===== config.mk =====
export PLATFORM = sky130hd
export DESIGN_NAME = uart_tx_stage_flat
export DESIGN_NICKNAME = d
export VERILOG_FILES = /design/src/rtl/uart_pkg.sv /design/src/rtl/uart_tx_stage_if.sv /design/src/rtl/uart_baud_tick.sv /design/src/rtl/uart_tx_stage.sv /design/src/flat_wrapper.sv
export SDC_FILE = /design/constraint.sdc
export NUM_CORES = 1
export LEC_CHECK = 0
export BUFFER_PORTS_ARGS = -buffer_cell sky130_fd_sc_hd__buf_2
export CORE_ASPECT_RATIO = 0.8
export CORE_MARGIN = 3
export CORE_UTILIZATION = 45
export CTS_CLUSTER_SIZE = 24
export DETAILED_ROUTE_END_ITERATION = 7
export PLACE_DENSITY = 0.75
export SYNTH_ARGS = -nofsm -noshare
export SYNTH_HDL_FRONTEND = slang
export SYNTH_SLANG_ARGS = --single-unit

===== constraint.sdc =====
create_clock -name clk -period 2.32 [get_ports clk]
set_input_delay 0.348 -clock clk [delete_from_list [all_inputs] [get_ports clk]]
set_output_delay 0.348 -clock clk [all_outputs]
set_load 0.03 [all_outputs]

===== src/rtl/uart_pkg.sv =====
// Shared UART definitions: FSM state encoding, idle line level and parity helper.
// Also intended for use by the receive stage.
package uart_pkg;

  typedef enum logic [2:0] {
    ST_IDLE   = 3'd0,
    ST_FETCH  = 3'd1,
    ST_LOAD   = 3'd2,
    ST_START  = 3'd3,
    ST_DATA   = 3'd4,
    ST_PARITY = 3'd5,
    ST_STOP   = 3'd6
  } uart_state_t;

  localparam logic TX_IDLE_LEVEL = 1'b1;

  // Even parity when odd=0: returned bit makes the total count of ones even.
  function automatic logic parity_bit(input logic [7:0] data, input logic odd);
    return (^data) ^ odd;
  endfunction

endpackage


===== src/rtl/uart_tx_stage_if.sv =====
// Byte handshake between the word-to-byte FIFO and the UART transmit stage.
// The FIFO side is the master; the transmit stage is the slave.
interface uart_tx_stage_if;
  logic       fifo_valid;
  logic       fifo_rd_en;
  logic [7:0] fifo_data;

  modport master (output fifo_valid, output fifo_data, input fifo_rd_en);
  modport slave  (input fifo_valid, input fifo_data, output fifo_rd_en);
endinterface


===== src/rtl/uart_baud_tick.sv =====
// Bit-period counter: counts 0..CLKS_PER_BIT-1 and flags the last cycle of each bit.
// Held at zero while clear is high.
module uart_baud_tick #(
  parameter int CLKS_PER_BIT = 16
) (
  input  logic clk,
  input  logic rst_n,
  input  logic clear,
  output logic bit_tick
);

  localparam int CNT_W = $clog2(CLKS_PER_BIT);
  localparam logic [CNT_W-1:0] CNT_LAST = CNT_W'(CLKS_PER_BIT - 1);

  logic [CNT_W-1:0] count;

  always_ff @(posedge clk or negedge rst_n) begin
    if (!rst_n) begin
      count <= '0;
    end else if (clear || (count == CNT_LAST)) begin
      count <= '0;
    end else begin
      count <= count + CNT_W'(1);
    end
  end

  assign bit_tick = ~clear & (count == CNT_LAST);

endmodule


===== src/rtl/uart_tx_stage.sv =====
// UART transmit stage: pops bytes from the FIFO and sends 8N1/8E1/8O1/8N2 frames, LSB first.
// tx is registered from the next-state value so the line changes exactly at state boundaries.
module uart_tx_stage
  import uart_pkg::*;
#(
  parameter int CLKS_PER_BIT = 16,
  parameter int PARITY_EN    = 0,
  parameter int PARITY_ODD   = 0,
  parameter int STOP_BITS    = 1
) (
  input  logic                   clk,
  input  logic                   rst_n,
  input  logic                   enable,
  uart_tx_stage_if.slave         fifo,
  output logic                   tx,
  output logic                   busy,
  output logic                   byte_done
);

  localparam logic STOP_LAST = (STOP_BITS == 2);

  uart_state_t state_q, state_d;
  logic [7:0]  shift_q, shift_d;
  logic [2:0]  bit_idx_q, bit_idx_d;
  logic        stop_idx_q, stop_idx_d;
  logic        parity_q, parity_d;
  logic        tx_q, tx_d;
  logic        byte_done_q;
  logic        frame_end;
  logic        rd_en;
  logic        baud_clear;
  logic        bit_tick;

  assign baud_clear = (state_q == ST_IDLE) || (state_q == ST_FETCH) || (state_q == ST_LOAD);

  uart_baud_tick #(
    .CLKS_PER_BIT(CLKS_PER_BIT)
  ) u_baud (
    .clk     (clk),
    .rst_n   (rst_n),
    .clear   (baud_clear),
    .bit_tick(bit_tick)
  );

  always_ff @(posedge clk or negedge rst_n) begin
    if (!rst_n) begin
      state_q     <= ST_IDLE;
      shift_q     <= '0;
      bit_idx_q   <= '0;
      stop_idx_q  <= 1'b0;
      parity_q    <= 1'b0;
      tx_q        <= TX_IDLE_LEVEL;
      byte_done_q <= 1'b0;
    end else begin
      state_q     <= state_d;
      shift_q     <= shift_d;
      bit_idx_q   <= bit_idx_d;
      stop_idx_q  <= stop_idx_d;
      parity_q    <= parity_d;
      tx_q        <= tx_d;
      byte_done_q <= frame_end;
    end
  end

  always_comb begin
    state_d    = state_q;
    shift_d    = shift_q;
    bit_idx_d  = bit_idx_q;
    stop_idx_d = stop_idx_q;
    parity_d   = parity_q;
    rd_en      = 1'b0;
    frame_end  = 1'b0;

    case (state_q)
      ST_IDLE: begin
        if (enable && fifo.fifo_valid) state_d = ST_FETCH;
      end
      ST_FETCH: begin
        rd_en   = 1'b1;
        state_d = ST_LOAD;
      end
      ST_LOAD: begin
        shift_d    = fifo.fifo_data;
        parity_d   = parity_bit(fifo.fifo_data, PARITY_ODD != 0);
        bit_idx_d  = '0;
        stop_idx_d = 1'b0;
        state_d    = ST_START;
      end
      ST_START: begin
        if (bit_tick) state_d = ST_DATA;
      end
      ST_DATA: begin
        if (bit_tick) begin
          shift_d = {1'b0, shift_q[7:1]};
          if (bit_idx_q == 3'd7) begin
            state_d = (PARITY_EN != 0) ? ST_PARITY : ST_STOP;
          end else begin
            bit_idx_d = bit_idx_q + 3'd1;
          end
        end
      end
      ST_PARITY: begin
        if (bit_tick) state_d = ST_STOP;
      end
      ST_STOP: begin
        if (bit_tick) begin
          if (stop_idx_q == STOP_LAST) begin
            frame_end = 1'b1;
            // enable is only consulted here and in IDLE, so a drop mid-frame lets it finish
            state_d   = (enable && fifo.fifo_valid) ? ST_FETCH : ST_IDLE;
          end else begin
            stop_idx_d = 1'b1;
          end
        end
      end
      default: state_d = ST_IDLE;
    endcase

    case (state_d)
      ST_START:  tx_d = 1'b0;
      ST_DATA:   tx_d = shift_d[0];
      ST_PARITY: tx_d = parity_d;
      default:   tx_d = TX_IDLE_LEVEL;
    endcase
  end

  assign fifo.fifo_rd_en = rd_en;
  assign tx              = tx_q;
  assign busy            = (state_q != ST_IDLE);
  assign byte_done       = byte_done_q;

endmodule


===== src/flat_wrapper.sv =====
// flat-port wrapper written by rule: the top's interface ports become plain ports
module uart_tx_stage_flat import uart_pkg::*;
#(
  parameter int CLKS_PER_BIT = 16,
  parameter int PARITY_EN    = 0,
  parameter int PARITY_ODD   = 0,
  parameter int STOP_BITS    = 1
)
  (clk, rst_n, enable, tx, busy, byte_done, fifo_fifo_valid, fifo_fifo_data, fifo_fifo_rd_en);
  uart_tx_stage_if fifo_i ();
  input  logic clk;
  input  logic rst_n;
  input  logic enable;
  output logic tx;
  output logic busy;
  output logic byte_done;
  input wire logic [$bits(fifo_i.fifo_valid)-1:0] fifo_fifo_valid;
  input wire logic [$bits(fifo_i.fifo_data)-1:0] fifo_fifo_data;
  output wire logic [$bits(fifo_i.fifo_rd_en)-1:0] fifo_fifo_rd_en;
  assign fifo_i.fifo_valid = fifo_fifo_valid;
  assign fifo_i.fifo_data = fifo_fifo_data;
  assign fifo_fifo_rd_en = fifo_i.fifo_rd_en;
  uart_tx_stage #(.CLKS_PER_BIT(CLKS_PER_BIT), .PARITY_EN(PARITY_EN), .PARITY_ODD(PARITY_ODD), .STOP_BITS(STOP_BITS)) u_core (.clk(clk), .rst_n(rst_n), .enable(enable), .fifo(fifo_i), .tx(tx), .busy(busy), .byte_done(byte_done));
endmodule

[Word-level counts from Yosys, hierarchy flattened]
Index checks and enable logic that the tools add are counted.
Operators by class
  muxes and demuxes: 24
  reductions and logical operators: 12
  bitwise operators: 2
  add/sub/neg operators: 2
  equality and inequality tests: 14
Operators with widths (count)
  3-bit 2-to-1 mux: 9
  3-bit case mux with 7 select lines: 1
  3-bit == test (second input constant): 6
  8-bit case mux with 2 select lines: 1
  3-bit by 2-bit == test with 1-bit output (second input constant): 3
  1-bit 2-to-1 mux: 8
  8-bit 2-to-1 mux: 1
  8-bit XOR reduction: 1
  3-bit case mux with 2 select lines: 1
  4-bit by 1-bit adder with 4-bit output (second input constant): 1
  4-bit == test (second input constant): 1
  4-bit 2-to-1 mux: 1
  2-bit by 1-bit inequality test with 1-bit output (second input constant): 2
  2-bit AND reduction: 2
  2-bit nonzero test: 2
  3-bit by 1-bit adder with 3-bit output (second input constant): 1
  3-bit by 1-bit == test with 1-bit output (second input constant): 1
  3-bit zero test: 1
  1-bit logical OR: 3
  1-bit case mux with 3 select lines: 1
  3-bit AND reduction: 1
  3-bit nonzero test: 1
  2-bit inequality test (second input constant): 1
  1-bit case mux with 2 select lines: 1
  other kinds (3): 3
Storage, ports and cells
  register bits after elaboration: 22
  logic and storage cells: 63
  bits of input ports: 12
  output and inout port bits: 4

[Logic depth before layout (Yosys ltp)]
Gate-level depths: netlist (run 1).
  word-level depth: 9
  mapped depth: 7
  gate-level depth less buffers: 7

[Modules after synthesis]
Synthesis (run 1) repeated with hierarchy kept, for this count alone.
Unflattened totals
  cells, all modules: 105
  area total of the unflattened synthesis: 1123.6 um^2
Modules (own cells, without submodules)
  uart_tx_stage: instances 1, cells each 90, area each 948.4 um^2, sequential area each 451.7 um^2
  uart_baud_tick: instances 1, cells each 15, area each 175.2 um^2, sequential area each 100.1 um^2

[Worst setup path before layout (run 1)]
Ideal clock, no wire load.
  kind: register to register
  from: register u_core.u_baud.count[0]
  to: register u_core.tx_q (netlist: u_core.tx)
  path slack: 612 ps
  required time: 2238 ps
  setup time: 82 ps
  stages on the path, launching flop included: 8
  arrival time: 1626 ps
  path buffers: 1
  cell sequence: dfrtp_1 ha_1 and3_1 buf_6 a32oi_1 o311ai_1 mux2_4 o31a_1
Between the ends
  longest elaborated chain between the ends: 6
RTL lines
  start, declared: RTL line uart_baud_tick.sv:15  | logic [CNT_W-1:0] count;
  start signal, assigned: RTL line uart_baud_tick.sv:23  | count <= count + CNT_W'(1);
  4-bit == test (*): RTL line uart_baud_tick.sv:27  | assign bit_tick = ~clear & (count == CNT_LAST);
  1-bit AND (*): RTL line uart_baud_tick.sv:27
  3-bit 2-to-1 mux, on equally long branches
  3-bit case mux with 7 select lines: RTL line uart_tx_stage.sv:74  | case (state_q)
  3-bit == test / 3-bit by 2-bit == test with 1-bit output (equally long branches): RTL line uart_tx_stage.sv:119  | case (state_d)
  1-bit case mux with 3 select lines (*): RTL line uart_tx_stage.sv:119
  named net u_core.tx_d: RTL line uart_tx_stage.sv:27  | logic tx_q, tx_d;
  end signal, assigned: RTL line uart_tx_stage.sv:60  | tx_q <= tx_d;
  end, declared: RTL line uart_tx_stage.sv:27
Mark *: on every way through the listed nets, which the timed path passes. The rest lies on a longest branch. The select of a mux whose other input is x is not followed.
A chain may end at the register's enable or synchronous reset.

[Worst setup path after layout (run 1)]
Ends and elaborated chain as after synthesis.

==> results of run 1 <==
==> power breakdown <==
| part | switching [mW] | leakage [nW] | internal (mW) | total [mW] |
|---|---|---|---|---|
| sequential | 0.104 | 0.273 | 0.505 | 0.610 |
| clock | 0.106 | 0.0150 | 0.0671 | 0.173 |
| combinational | 0.207 | 0.304 | 0.180 | 0.387 |
| total | 0.418 | 0.592 | 0.752 | 1.17 |
==> registers in the layout, summed over array words and instances, names as in the netlist <==
register	count
u_core.state_q	3
u_core.parity_q	1
u_core.u_baud.count	4
u_core.byte_done	1
u_core.bit_idx_q	3
u_core.tx	1
u_core.shift_q	8
u_core.stop_idx_q	1
==> critical path, stage by stage (launching register included) <==
cell	delay (ns)
dfrtp_1	0.39
ha_1	0.24
and3_1	0.36
a21oi_4	0.06
a311oi_4	0.33
mux2_4	0.33
o31a_1	0.10
==> cell families (layout without fill, tap and decap cells) <==
logic type	count (synthesis)	count (layout)	synth area share (%)
AO/OA/AOI/OAI	29	29	18.56
flip-flops	22	22	45.46
XOR/XNOR	9	9	6.495
multiplexers	1	1	1.237
buffers and inverters	12	28	5.257
AND/OR/NAND/NOR	46	46	19.90
adder cells (fa/ha/maj)	3	3	3.093
==> through the flow <==
stage	worst slack (ns)	hold WS, ns	util (%)	std cells	cell area, um^2
5_1_grt	0.3226	0.2849	53.70	174	1344
6_report	0.4499	0.2946	53.70	174	1344
4_1_cts	0.4436	0.2846	53.70	174	1344
3_5_place_dp	0.4713	0.3379	52.25	169	1308
2_1_floorplan	0.6122	0.05241	-	122	1214
3_3_place_gp	0.5382	0.3323	52.25	169	1308
==> cell usage in the layout (no fill, tap or decap), drive strengths merged, types with 2 or more instances in the layout <==
cell type and instances:
nand2 18, clkbuf 4, o21ai 7, o22ai 2, ha 3, nor2 4, nor3b 4, xnor2 8
inv 6, buf 17, a21oi 5, a22oi 6, and3 2, dfrtp 21, nor3 4, nand3 6
nor2b 2
==> how the worst max path moves through the flow <==
stage	from	endpoint	slack, ns	cells past startpoint
2_1_floorplan	u_core.u_baud.count[0]	u_core.tx	0.61	7
3_3_place_gp	u_core.u_baud.count[0]	u_core.tx	0.54	6
3_5_place_dp	u_core.u_baud.count[0]	u_core.tx	0.47	6
4_1_cts	u_core.u_baud.count[0]	u_core.tx	0.44	6
5_1_grt	u_core.u_baud.count[0]	u_core.tx	0.32	6
6_report	u_core.u_baud.count[0]	u_core.tx	0.45	6
==> metal layers <==
metal / up-vias / wire (um)
li1: 463 / -
met3: 7 / 113
met2: 21 / 1054
met5: - / 0
met1: 435 / 1037
met4: 0 / 45
==> cell type report <==
cell class | instances | area [um^2]
clock buffers | 4 | 26.28
fillers | 234 | 1159
inverters | 6 | 22.52
multi-input cells | 88 | 598.1
flip-flops and latches | 22 | 551.8
well taps | 36 | 45.04
repair buffers | 18 | 100.1
==> flow_summary.yaml, run 1 <==
drt:
  wl_mm: 2.250
  drt-wirelength-per-cell_um: 12.93
  drc: 0
  ant_nets: 0
  vias: 926
  drt-vias-per-instance: 5.322
  drt-initial-drc-count: 37
  first_pass_iters: 4
sta:
  finalSetupViolations: 0
  slew_viol_final: 0
  fmax_mhz: 534.7
  final.setup.tns_ns: 0
  hold_viol: 0
  tightest_slew_ns: 0.5095
  finalClockSkew_ns: 0.009199
  rsz0062_at_grt: "no"
  period_needed_ns: 1.870
  period_share_pct: 80.61
  max_slew_margin_pct: 66.04
critical_path:
  r2r_cells: 6
  timing.rr.start: "u_core.u_baud.count[0]"
  reg2reg_setup_slack_ns: 0.45
  path_max_fanout: 7
  criticalPathCategory: "reg -> reg"
  crit_arrival_ns: 2.11
  worstReg2RegEnd: "u_core.tx"
  cp-end-kind: "flip-flop"
  worstPathRequired_ns: 2.56
  start_kind: "flip-flop"
layout:
  drive_gt1_share_pct: 20.29
  area_delta_synth_final_pct: 10.72
  final_nets: 154
  antenna_cells: 0
logic_synthesis:
  syn_area_um2: 1214
  synth-edff-count: 0
  synth-seq-area-share_pct: 45.46
  synth_common_cells: "dfrtp_1, nand2_1, xnor2_1, o21ai_0"
  yosysMostFrequentCell: "dfrtp_1"
  syn-instance-count: 122
  avgSynthCellArea_um2: 9.948
  synth-async-reset-ratio_pct: 100.0
  synthDistinctLibCells: 39
  synth_top_area_cell: "dfrtp_1"
  ys_ff_latch: 22
  yosysTopAreaCellShare_pct: 43.30
  synth_flop_cell: "dfrtp_1"
  syn_nets: 137
  yosysWarnings: 0
  synth.area.top_cells: "dfrtp_1, xnor2_1, nand2_1"
clock_tree:
  tritoncts: "yes"
  cts-buffers-inserted: 3
  clk_pin_slew_worst_paths_ns: 0.11
  cts_num_sinks: 22
  htreeDepth: 1
  cts_root_buf: "clkbuf_4"
  cts_hold_buf: 1
  post_cts_buffers: 0
  post_cts_resized: 0
  clkLatencyLatePin_ns: 0.30
  clk_path_buf_depth: 2
grt:
  grt_overflow_total: 0
  antenna_found_initial: 0
  grt_max_degree: 23
  grt_pass1_wl_mm: 3.926
  grtUsageTotal_pct: 15.34
  busiest_layer: "met2"
  met3_usage_pct: 4.936
  grt_util_met2_pct: 24.87
  gr-usage-met1_pct: 19.14
  grt_pass1_vias: 911
hold_path:
  hold_start: "fifo_fifo_data[3]"
  min_path_cells: 3
  worst_hold_path_type: "in -> reg"
  min_to: "u_core.shift_q[3]"
placed_design:
  place.port_buffers: 15
  routabilityCongestion: 0.7772
  dp_hpwl_mm: 1.737
die:
  core_um2: 2502
  ios: 16
  std_cell_rows: 16
  dieArea_um2: 3360
  fp.dieH_um: 52.45
  initial_core_util_pct: 48.50
  die_w_um: 64.06
status:
  status: "finished, final reports clean"
power:
  power_mw: 1.170
  cellLeakagePower_nw: 0.5919
  vdd_drop_max_mv: 0.3605
  power_density_nw_per_um2: 870.7
flow_run:
  max-cap-violations: 0
Note: power is estimated with default switching activity, not from simulation.
==> run 2: changes to the inputs <==
==> constraint.sdc (replaced) <==
create_clock -name clk -period 1.8 [get_ports clk]
set_input_delay 0.27 -clock clk [delete_from_list [all_inputs] [get_ports clk]]
set_output_delay 0.27 -clock clk [all_outputs]
set_load 0.03 [all_outputs]
==> flow_summary.yaml, run 2 (synthesis gave the netlist of run 1 again) <==
placed_design:
  place.port_buffers: 15
  routabilityCongestion: 0.8871
  detailedPlace.worstSlack_ns: 0.007904
  dp_hpwl_mm: 1.809
power:
  p_comb_share_pct: 36.4
  power_mw: 1.565
  p_int_mw: 1.004
  switching_share_pct: 35.89
  seqPwrFrac_pct: 48.7
  power_density_nw_per_um2: 1090
  clkPwrFrac_pct: 15.0
  vdd_drop_max_mv: 0.5476
  power_switching_mw: 0.5619
  cellLeakagePower_nw: 0.6349
hold_path:
  worst_hold_path_type: "in -> reg"
  min_path_cells: 3
sta:
  layout_setup_ws_ns: 0.05733
  finalSetupViolations: 0
  finalClockSkew_ns: 0.001815
  hold_viol: 0
  period_needed_ns: 1.743
  fmax_mhz: 573.8
  period_share_pct: 96.82
  final.setup.tns_ns: 0
  max_slew_margin_pct: 68.04
  rsz0062_at_grt: "no"
  tightest_slew_ns: 0.4794
  slew_viol_final: 0
layout:
  largest_register_ffs: 8
  utilization_pct: 57.40
  final_cell_mix: "dfrtp_1, nand2_1, buf_2"
  fillers: 217
  mostFrequentLayoutCell: "dfrtp_1"
  antenna_cells: 0
  largest-register: "u_core.shift_q"
  area_delta_synth_final_pct: 18.35
  drive_gt1_share_pct: 29.25
  final_nets: 163
  reg_top3: "u_core.shift_q: 8 flops, u_core.u_baud.count: 4 flops"
critical_path:
  cp-end-kind: "output port"
  path_cells: "buf_4 > or3_4 > buf_6"
  worstPathRequired_ns: 1.53
  start_kind: "flip-flop"
  path_max_fanout: 9
  slowest_stage: "dfrtp_2"
  max_stage_delay_ns: 0.46
  crit_arrival_ns: 1.47
  criticalPathCategory: "reg -> out"
  r2r_cells: 7
clock_tree:
  cts_num_sinks: 22
  clk_path_buf_depth: 2
  cts-buffers-inserted: 3
  clkLatencyLatePin_ns: 0.31
  tritoncts: "yes"
  cts_root_buf: "clkbuf_4"
  clk_pin_slew_worst_paths_ns: 0.12
  htreeDepth: 1
die:
  ios: 16
  dieArea_um2: 3360
  std_cell_rows: 16
  die_w_um: 64.06
  initial_core_util_pct: 48.50
  core_um2: 2502
  fp.dieH_um: 52.45
drt:
  first_pass_iters: 4
  drt-vias-per-instance: 5.186
  drt-wirelength-per-cell_um: 12.66
  wl_mm: 2.316
  vias: 949
  drt-initial-drc-count: 29
  ant_nets: 0
  drc: 0
grt:
  antenna_found_initial: 0
  grt_pass1_wl_mm: 3.877
  grt_overflow_total: 0
  grt_max_degree: 23
  grt_pass1_vias: 864
  grtUsageTotal_pct: 15.06
status:
  status: "finished, final reports clean"
flow_run:
  max-cap-violations: 0
## run 2: path summary, 6_finish.rpt
kind	startpoint	to	slack (ns)
worst max-delay path	u_core.state_q[2]	busy	0.06
worst min-delay path	fifo_fifo_data[7]	u_core.shift_q[7]	0.20
worst max register to register	u_core.bit_idx_q[0]	u_core.tx	0.07
worst min register to register	u_core.shift_q[2]	u_core.shift_q[2]	0.49
max in group asynchronous	rst_n	u_core.tx	1.02
min in group asynchronous	rst_n	u_core.state_q[0]	0.43
## run 2: routing by layer
layer | vias up | track usage [%] | part of all wire (%) | routed length (um)
met5 | - | 0 | 0 | 0
met4 | 0 | 3.584 | 0.91 | 21
met3 | 2 | 5.365 | 3.7 | 85
met2 | 21 | 22.64 | 46 | 1057
met1 | 443 | 20.59 | 50 | 1151
li1 | 483 | - | - | -
## run 2: layout make-up
| cell class | count | area [um^2] | share of cell area [%] |
|---|---|---|---|
| multi-input combinational | 88 | 615.6 | 42.86 |
| sequential | 22 | 553.0 | 38.50 |
| timing repair buffer | 27 | 173.9 | 12.11 |
| tap | 36 | 45.04 | 3.136 |
| clock buffer | 4 | 26.28 | 1.829 |
| inverter | 6 | 22.52 | 1.568 |
## run 2: power groups by stage
stage	clock network, mW	logic (mW)	registers [mW]
floorplan	0	0.429	0.749
detailed placement	0	0.558	0.766
global placement	0	0.541	0.755
global route	0.262	0.634	0.778
finish	0.234	0.569	0.762
CTS	0.240	0.561	0.756
## run 2: repair_timing
item                                    4_1_cts  5_1_grt
hold endpoints to repair                     21        0
gates resized for setup                       1        9
setup buffers                                 0        1
endpoints found under the setup margin        1        9
hold buffers                                  1        0
pin swaps                                     0        1
## run 2: stage by stage
stage,hold slack [ns],std cells,cell area [um^2]
finish,0.2048,183,1436
global route,0.2011,183,1436
CTS,0.2034,182,1405
detailed placement,0.2591,177,1368
global placement,0.2559,177,1368
floorplan,-0.02559,122,1214
## run 2: worst max-delay path, delay by kind of cell (launching register included)
kind | cells | cell delay (ns)
flops | 1 | 0.46
simple gates | 1 | 0.38
buf+inv | 2 | 0.31
